[src/rtl/step_pkg.sv]
// Shared types and default sizes for the step generator, step monitor and motion FSM.
// Latency: n/a (declarations only); backpressure: n/a.
package step_pkg;

    typedef enum logic [2:0] {
        IDLE,
        ARMED,
        RUN,
        DONE,
        STALL
    } step_state_t;

    localparam int STEP_POS_W   = 32;
    localparam int STEP_CNT_W   = 31;
    localparam int STEP_PER_W   = 32;
    localparam int STEP_TIMEOUT = 50_000_000;

endpackage

[src/rtl/step_monitor_if.sv]
// Control/status bundle between the motion FSM (master) and the step monitor (slave).
// Latency: wires only; backpressure: none, arm is a single-cycle strobe.
interface step_monitor_if
    import step_pkg::*;
#(
    parameter int POS_W = STEP_POS_W,
    parameter int CNT_W = STEP_CNT_W,
    parameter int PER_W = STEP_PER_W
);
    logic             arm;
    logic [CNT_W-1:0] expect_cnt;
    logic [POS_W-1:0] position;
    logic [CNT_W-1:0] seen_cnt;
    logic [CNT_W-1:0] remaining;
    logic [PER_W-1:0] period;
    logic             period_valid;
    logic             done;
    logic             stall;

    modport master (
        output arm, expect_cnt,
        input  position, seen_cnt, remaining, period, period_valid, done, stall
    );

    modport slave (
        input  arm, expect_cnt,
        output position, seen_cnt, remaining, period, period_valid, done, stall
    );
endinterface

[src/rtl/step_edge_sync.sv]
// Synchronizes step/dir and flags one-cycle rising step edges with dir taken from the same stage.
// Latency: edge valid SYNC_STAGES cycles after step_in rises; backpressure: none.
module step_edge_sync #(
    parameter int SYNC_STAGES = 2
) (
    input  logic clk,
    input  logic reset,
    input  logic step_in,
    input  logic dir_in,
    output logic step_edge,
    output logic dir
);
    logic [SYNC_STAGES-1:0] step_sync;
    logic [SYNC_STAGES-1:0] dir_sync;
    logic                   step_last;

    always_ff @(posedge clk) begin
        if (reset) begin
            step_sync <= '0;
            dir_sync  <= '0;
            step_last <= 1'b0;
        end else begin
            step_sync <= {step_sync[SYNC_STAGES-2:0], step_in};
            dir_sync  <= {dir_sync[SYNC_STAGES-2:0], dir_in};
            step_last <= step_sync[SYNC_STAGES-1];
        end
    end

    assign step_edge = step_sync[SYNC_STAGES-1] & ~step_last;
    assign dir       = dir_sync[SYNC_STAGES-1];
endmodule

[src/rtl/step_monitor.sv]
// Step/dir receiver: position, armed-move pulse count, stall detect; STEP_MONITOR_PERIOD_EN adds period measurement.
// Latency: step_in rise to position/seen_cnt update SYNC_STAGES+1 cycles; backpressure: none.
module step_monitor
    import step_pkg::*;
#(
    parameter int POS_W       = STEP_POS_W,
    parameter int CNT_W       = STEP_CNT_W,
    parameter int PER_W       = STEP_PER_W,
    parameter int SYNC_STAGES = 2,
    parameter int TIMEOUT     = STEP_TIMEOUT
) (
    input  logic          clk,
    input  logic          reset,
    input  logic          step_in,
    input  logic          dir_in,
    step_monitor_if.slave mon
);
    localparam int TMR_W = $clog2(TIMEOUT + 1);

    step_state_t      state, state_nxt;
    logic             step_edge;
    logic             dir;
    logic [POS_W-1:0] position;
    logic [CNT_W-1:0] seen_cnt, seen_nxt;
    logic [CNT_W-1:0] expect_r;
    logic [TMR_W-1:0] timer, timer_nxt;

    step_edge_sync #(.SYNC_STAGES(SYNC_STAGES)) u_sync (
        .clk       (clk),
        .reset     (reset),
        .step_in   (step_in),
        .dir_in    (dir_in),
        .step_edge (step_edge),
        .dir       (dir)
    );

    always_ff @(posedge clk) begin
        if (reset) begin
            state    <= IDLE;
            seen_cnt <= '0;
            expect_r <= '0;
            timer    <= '0;
            position <= '0;
        end else begin
            state    <= state_nxt;
            seen_cnt <= seen_nxt;
            timer    <= timer_nxt;
            if (mon.arm)
                expect_r <= mon.expect_cnt;
            if (step_edge)
                position <= dir ? position + POS_W'(1) : position - POS_W'(1);
        end
    end

    // An edge coincident with arm moves position but is not counted toward the new move.
    always_comb begin
        state_nxt = state;
        seen_nxt  = seen_cnt;
        timer_nxt = timer;
        if (mon.arm) begin
            state_nxt = (mon.expect_cnt == '0) ? DONE : ARMED;
            seen_nxt  = '0;
            timer_nxt = '0;
        end else if (state == ARMED || state == RUN) begin
            if (step_edge) begin
                seen_nxt  = seen_cnt + CNT_W'(1);
                timer_nxt = '0;
                state_nxt = (seen_nxt == expect_r) ? DONE : RUN;
            end else if (timer == TMR_W'(TIMEOUT - 1)) begin
                timer_nxt = TMR_W'(TIMEOUT);
                state_nxt = STALL;
            end else begin
                timer_nxt = timer + TMR_W'(1);
            end
        end
    end

    assign mon.position  = position;
    assign mon.seen_cnt  = seen_cnt;
    assign mon.remaining = (seen_cnt >= expect_r) ? '0 : expect_r - seen_cnt;
    assign mon.done      = (state == DONE);
    assign mon.stall     = (state == STALL);

`ifdef STEP_MONITOR_PERIOD_EN
    logic [PER_W-1:0] per_cnt;
    logic [PER_W-1:0] period;
    logic             have_edge;
    logic             period_valid;

    // per_cnt restarts at 1 on an edge so it holds the full edge-to-edge spacing at the next edge.
    always_ff @(posedge clk) begin
        if (reset) begin
            per_cnt      <= '0;
            period       <= '0;
            have_edge    <= 1'b0;
            period_valid <= 1'b0;
        end else begin
            if (step_edge)
                per_cnt <= PER_W'(1);
            else if (per_cnt != '1)
                per_cnt <= per_cnt + PER_W'(1);

            if (mon.arm) begin
                have_edge    <= 1'b0;
                period_valid <= 1'b0;
            end else if (step_edge) begin
                have_edge <= 1'b1;
                if (have_edge) begin
                    period       <= per_cnt;
                    period_valid <= 1'b1;
                end
            end
        end
    end

    assign mon.period       = period;
    assign mon.period_valid = period_valid;
`else
    assign mon.period       = PER_W'(0);
    assign mon.period_valid = 1'b0;
`endif
endmodule

[src/flat_wrapper.sv]
// flat-port wrapper written by rule: the top's interface ports become plain ports
module step_monitor_flat import step_pkg::*;
#(
    parameter int POS_W       = STEP_POS_W,
    parameter int CNT_W       = STEP_CNT_W,
    parameter int PER_W       = STEP_PER_W,
    parameter int SYNC_STAGES = 2,
    parameter int TIMEOUT     = STEP_TIMEOUT
)
  (clk, reset, step_in, dir_in, mon_arm, mon_expect_cnt, mon_position, mon_seen_cnt, mon_remaining, mon_period, mon_period_valid, mon_done, mon_stall);
  step_monitor_if #(.POS_W(POS_W), .CNT_W(CNT_W), .PER_W(PER_W)) mon_i ();
  input  logic clk;
  input  logic reset;
  input  logic step_in;
  input  logic dir_in;
  input wire logic [$bits(mon_i.arm)-1:0] mon_arm;
  input wire logic [$bits(mon_i.expect_cnt)-1:0] mon_expect_cnt;
  output wire logic [$bits(mon_i.position)-1:0] mon_position;
  output wire logic [$bits(mon_i.seen_cnt)-1:0] mon_seen_cnt;
  output wire logic [$bits(mon_i.remaining)-1:0] mon_remaining;
  output wire logic [$bits(mon_i.period)-1:0] mon_period;
  output wire logic [$bits(mon_i.period_valid)-1:0] mon_period_valid;
  output wire logic [$bits(mon_i.done)-1:0] mon_done;
  output wire logic [$bits(mon_i.stall)-1:0] mon_stall;
  assign mon_i.arm = mon_arm;
  assign mon_i.expect_cnt = mon_expect_cnt;
  assign mon_position = mon_i.position;
  assign mon_seen_cnt = mon_i.seen_cnt;
  assign mon_remaining = mon_i.remaining;
  assign mon_period = mon_i.period;
  assign mon_period_valid = mon_i.period_valid;
  assign mon_done = mon_i.done;
  assign mon_stall = mon_i.stall;
  step_monitor #(.POS_W(POS_W), .CNT_W(CNT_W), .PER_W(PER_W), .SYNC_STAGES(SYNC_STAGES), .TIMEOUT(TIMEOUT)) u_core (.clk(clk), .reset(reset), .step_in(step_in), .dir_in(dir_in), .mon(mon_i));
endmodule
[config.mk]
export PLATFORM = sky130hd
export DESIGN_NAME = step_monitor_flat
export DESIGN_NICKNAME = d
export VERILOG_FILES = /design/src/rtl/step_pkg.sv /design/src/rtl/step_monitor_if.sv /design/src/rtl/step_edge_sync.sv /design/src/rtl/step_monitor.sv /design/src/flat_wrapper.sv
export SDC_FILE = /design/constraint.sdc
export NUM_CORES = 1
export LEC_CHECK = 0
export ABC_AREA = 1
export CAP_MARGIN = 30
export CELL_PAD_IN_SITES_DETAIL_PLACEMENT = 1
export CELL_PAD_IN_SITES_GLOBAL_PLACEMENT = 1
export CORE_MARGIN = 8
export CORE_UTILIZATION = 41
export DETAILED_ROUTE_END_ITERATION = 10
export GPL_ROUTABILITY_DRIVEN = 0
export PLACE_DENSITY = 0.91
export SLEW_MARGIN = 15
export SYNTH_ARGS = -nofsm -noshare
export SYNTH_HDL_FRONTEND = slang
export SYNTH_SLANG_ARGS = --single-unit
[constraint.sdc]
create_clock -name clk -period 7.26 [get_ports clk]
set_input_delay 1.452 -clock clk [delete_from_list [all_inputs] [get_ports clk]]
set_output_delay 1.452 -clock clk [all_outputs]
set_load 0.005 [all_outputs]
==> flow_summary.ini <==
[synthesis]
syn_area_um2 = 10400
synth_cell_type_count = 45
async_reset_ff_frac = 0
synth_flop_cell = dfxtp_1
syn_inst = 1694
synth-seq-cells = 128
synth-edff-count = 0
seq_area_frac_synth = 0.248
yosysWarnings = 0
syn_avg_cell_area_um2 = 6.11

[clock_network]
cts_tree = done
cts_buffers = 17
cts.sinks = 128
cts-resized-gates = 0
clockBufferDepth = 2
clock_latency_ps = 420
clock-root-buffer = clkbuf_16
post-cts-setup-buffers = 0
ctsHtreeMaxLevel = 4
clkTransAtPathRegs_ps = 60
postCtsHoldBufs = 0

[die]
die_area_um2 = 30600
num_io_pins = 165
die_y_um = 175
rows = 58
die_w_um = 175
initial_utilization = 0.415
fp.coreArea_um2 = 25000

[global_route]
grt_max_degree = 50
grt-ovfl-total = 0
grt_pass1_wl_um = 62600
grt_pass1_vias = 12500
antenna_found_initial = 5
grtUsageTotal = 0.248

[min_path]
hold_path.class = register to register
min_to = u_core.u_sync.dir_sync[1]$_SDFF_PP0_
worstHoldPathCells = 2
hp-start = u_core.u_sync.dir_sync[0]$_SDFF_PP0_

[worst_setup_path]
critical_path.slowest_cell = dfxtp_1
r2r-start = u_core.u_sync.dir_sync[1]$_SDFF_PP0_
crit_top_cell = nand2_1
crit_path_end_kind = primary output
required_ps = 5810
rr_worst_depth = 14
cp_top_family = buffers and inverters
start_kind = register
worstPathArrival_ps = 3600
slowest_delay_ps = 480
r2r_slack_ps = 4310
cp_max_fo = 22
path_cells = inv_1, ha_1, a21oi_1, o21ai_1, a21oi_1, inv_1, nand3_1, nand3_1, nand2_1, nand2_1, nand2_1, nand2_1, o21ai_2, buf_8, nor2_1, clkdlybuf4s50_1
crit_buf_inv = 4
reg2reg_to = u_core.mon.position[30]$_SDFFE_PP0P_
criticalPathCategory = register to primary output

[finish]
instances_no_fill = 2161
drive_above_1_share = 0.0306
nets = 1918
fillers = 3428
syn2layout_area_growth_pct = 20.9

[sta]
setup_ws_ps = 2210
rsz0062_at_grt = false
worst_clock_skew_ps = 8.81
finalWorstPathRequiredPeriod_ps = 5050
setup_viol = 0
hold_viol_final = 0
fmax_mhz = 198
drv_slew = 0
worstMarginPinSlew_ps = 849
period_share = 0.696
tns_ps = 0
slew_headroom = 0.433

[drt]
wl_per_cell_um = 18.0
drt_first_iter_violations = 638
drc_errors = 0
drtAntennaViolNets = 0
firstDrtPassIters = 5
vias = 11900
routed_wl_um = 38900
via_per_inst = 5.50

[power_and_ir_drop]
vdd_ir_drop_max_v = 0.000156
p_leak_nw = 5.60
power_density_nw_per_um2 = 186

[job]
max_cap_viol_count = 0

[run_status]
status = finished clean

[placement]
dpl.hpwl_um = 30300
place_inst = 2126
io_buffers = 131
dp_slack_ps = 2650
[cell type report]
| class | instances | area (um2) | share of cell area |
|---|---|---|---|
| multi-input combinational | 1321 | 6750 | 0.539 |
| sequential | 128 | 2560 | 0.205 |
| timing repair buffer | 141 | 1410 | 0.112 |
| inverter | 208 | 781 | 0.0624 |
| clock buffer | 24 | 502 | 0.0401 |
| tap | 330 | 413 | 0.0330 |
| clock inverter | 8 | 101 | 0.00810 |
| antenna | 1 | 2.50 | 0.000200 |
[stage by stage]
stage	util	instance area [um2]	power (W)	hold slack, ps
floorplan	-	10500	0.00120	388
global placement	0.475	11900	0.00141	390
detailed placement	0.476	11900	0.00144	406
CTS	0.500	12500	0.00233	415
global route	0.501	12500	0.00246	431
finish	0.501	12500	0.00233	409
[metal layers]
metal / wire length, um / global-route usage / vias up
met5: 47 / 0 / -
met4: 1490 / 0.106 / 8
met3: 1970 / 0.0501 / 101
met2: 19100 / 0.444 / 329
met1: 16300 / 0.282 / 5710
li1: - / - / 5736
[worst reg2reg max path: stages, from the launching register on]
cell      delay [ps]
dfxtp_1          350
inv_1             50
buf_4            260
ha_1             430
nand3_1          100
nand2_1          170
a21oi_1          140
o21ai_0          440
nand2_1          140
nand2_1          220
nand3_1          150
nand3_1          110
nand3_1           90
o211ai_1         130
inv_1             60
[registers in the layout, indices dropped and copies added, names as in the netlist]
signal,cells
u_core.u_sync.dir_sync,2
u_core.mon.position,32
u_core.timer,26
u_core.state,3
u_core.mon.seen_cnt,31
u_core.expect_r,31
u_core.u_sync.step_last,1
u_core.u_sync.step_sync,2
[cells by family after synthesis]
group | count (synthesis) | synth area share
and+or+nand+nor | 871 | 0.350
AOI/OAI and AO/OA | 298 | 0.162
buffers and inverters | 277 | 0.114
DFF | 128 | 0.248
adders and majority gates | 65 | 0.0800
xor gates and xnor gates | 53 | 0.0462
other | 1 | 0.000362
muxes | 1 | 0.000967
[power by group]
| group | total, W | internal, W | switching, W |
|---|---|---|---|
| Sequential | 0.000757 | 0.000727 | 0.0000304 |
| Combinational | 0.000689 | 0.000278 | 0.000411 |
| Clock | 0.000887 | 0.000552 | 0.000336 |
| Total | 0.00233 | 0.00156 | 0.000777 |
[Yosys cell counts, drive strengths merged (2+ instances only)]
library cell / number / area share
nand2: 417 / 0.15
nor2: 275 / 0.10
inv: 207 / 0.075
dfxtp: 128 / 0.25
a21oi: 111 / 0.054
o21ai: 102 / 0.050
nand3: 92 / 0.044
ha: 63 / 0.076
buf: 42 / 0.028
o22ai: 31 / 0.019
clkbuf: 27 / 0.0098
xor2: 27 / 0.023
nor3: 26 / 0.013
nand4: 25 / 0.015
xnor2: 25 / 0.021
nand3b: 17 / 0.012
a21o: 12 / 0.0087
nor4: 12 / 0.0073
a31oi: 9 / 0.0054
o211ai: 8 / 0.0058
o21bai: 7 / 0.0051
a21boi: 4 / 0.0029
a221oi: 4 / 0.0034
o221ai: 4 / 0.0034
a211oi: 3 / 0.0022
or2: 3 / 0.0018
a31o: 2 / 0.0017
and2: 2 / 0.0012
fa: 2 / 0.0039
[how the worst max path moves through the flow]
stage | from | to | slack, ps | cells past startpoint
floorplan | u_core.mon.seen_cnt[0]$_SDFFE_PP0P_ | mon_remaining[22] | 3620 | 11
global placement | u_core.mon.seen_cnt[3]$_SDFFE_PP0P_ | mon_remaining[20] | 2500 | 8
detailed placement | u_core.mon.seen_cnt[0]$_SDFFE_PP0P_ | mon_remaining[22] | 2650 | 12
CTS | u_core.mon.seen_cnt[2]$_SDFFE_PP0P_ | mon_remaining[7] | 2170 | 16
global route | u_core.mon.seen_cnt[2]$_SDFFE_PP0P_ | mon_remaining[14] | 1870 | 16
finish | u_core.mon.seen_cnt[2]$_SDFFE_PP0P_ | mon_remaining[7] | 2210 | 16
[cells in the final DEF (no fill, tap or decap), types with 25 or more instances in the layout]
cell type and n:
a21oi_1 111, clkdlybuf4s50_1 131, conb_1 33, dfxtp_1 128, ha_1 63, inv_1 207
nand2_1 416, nand3_1 92, nand4_1 25, nor2_1 269, nor3_1 25, o21ai_0 93
o22ai_1 31, xnor2_1 25, xor2_1 27
Note: power is estimated with default switching activity, not from simulation.
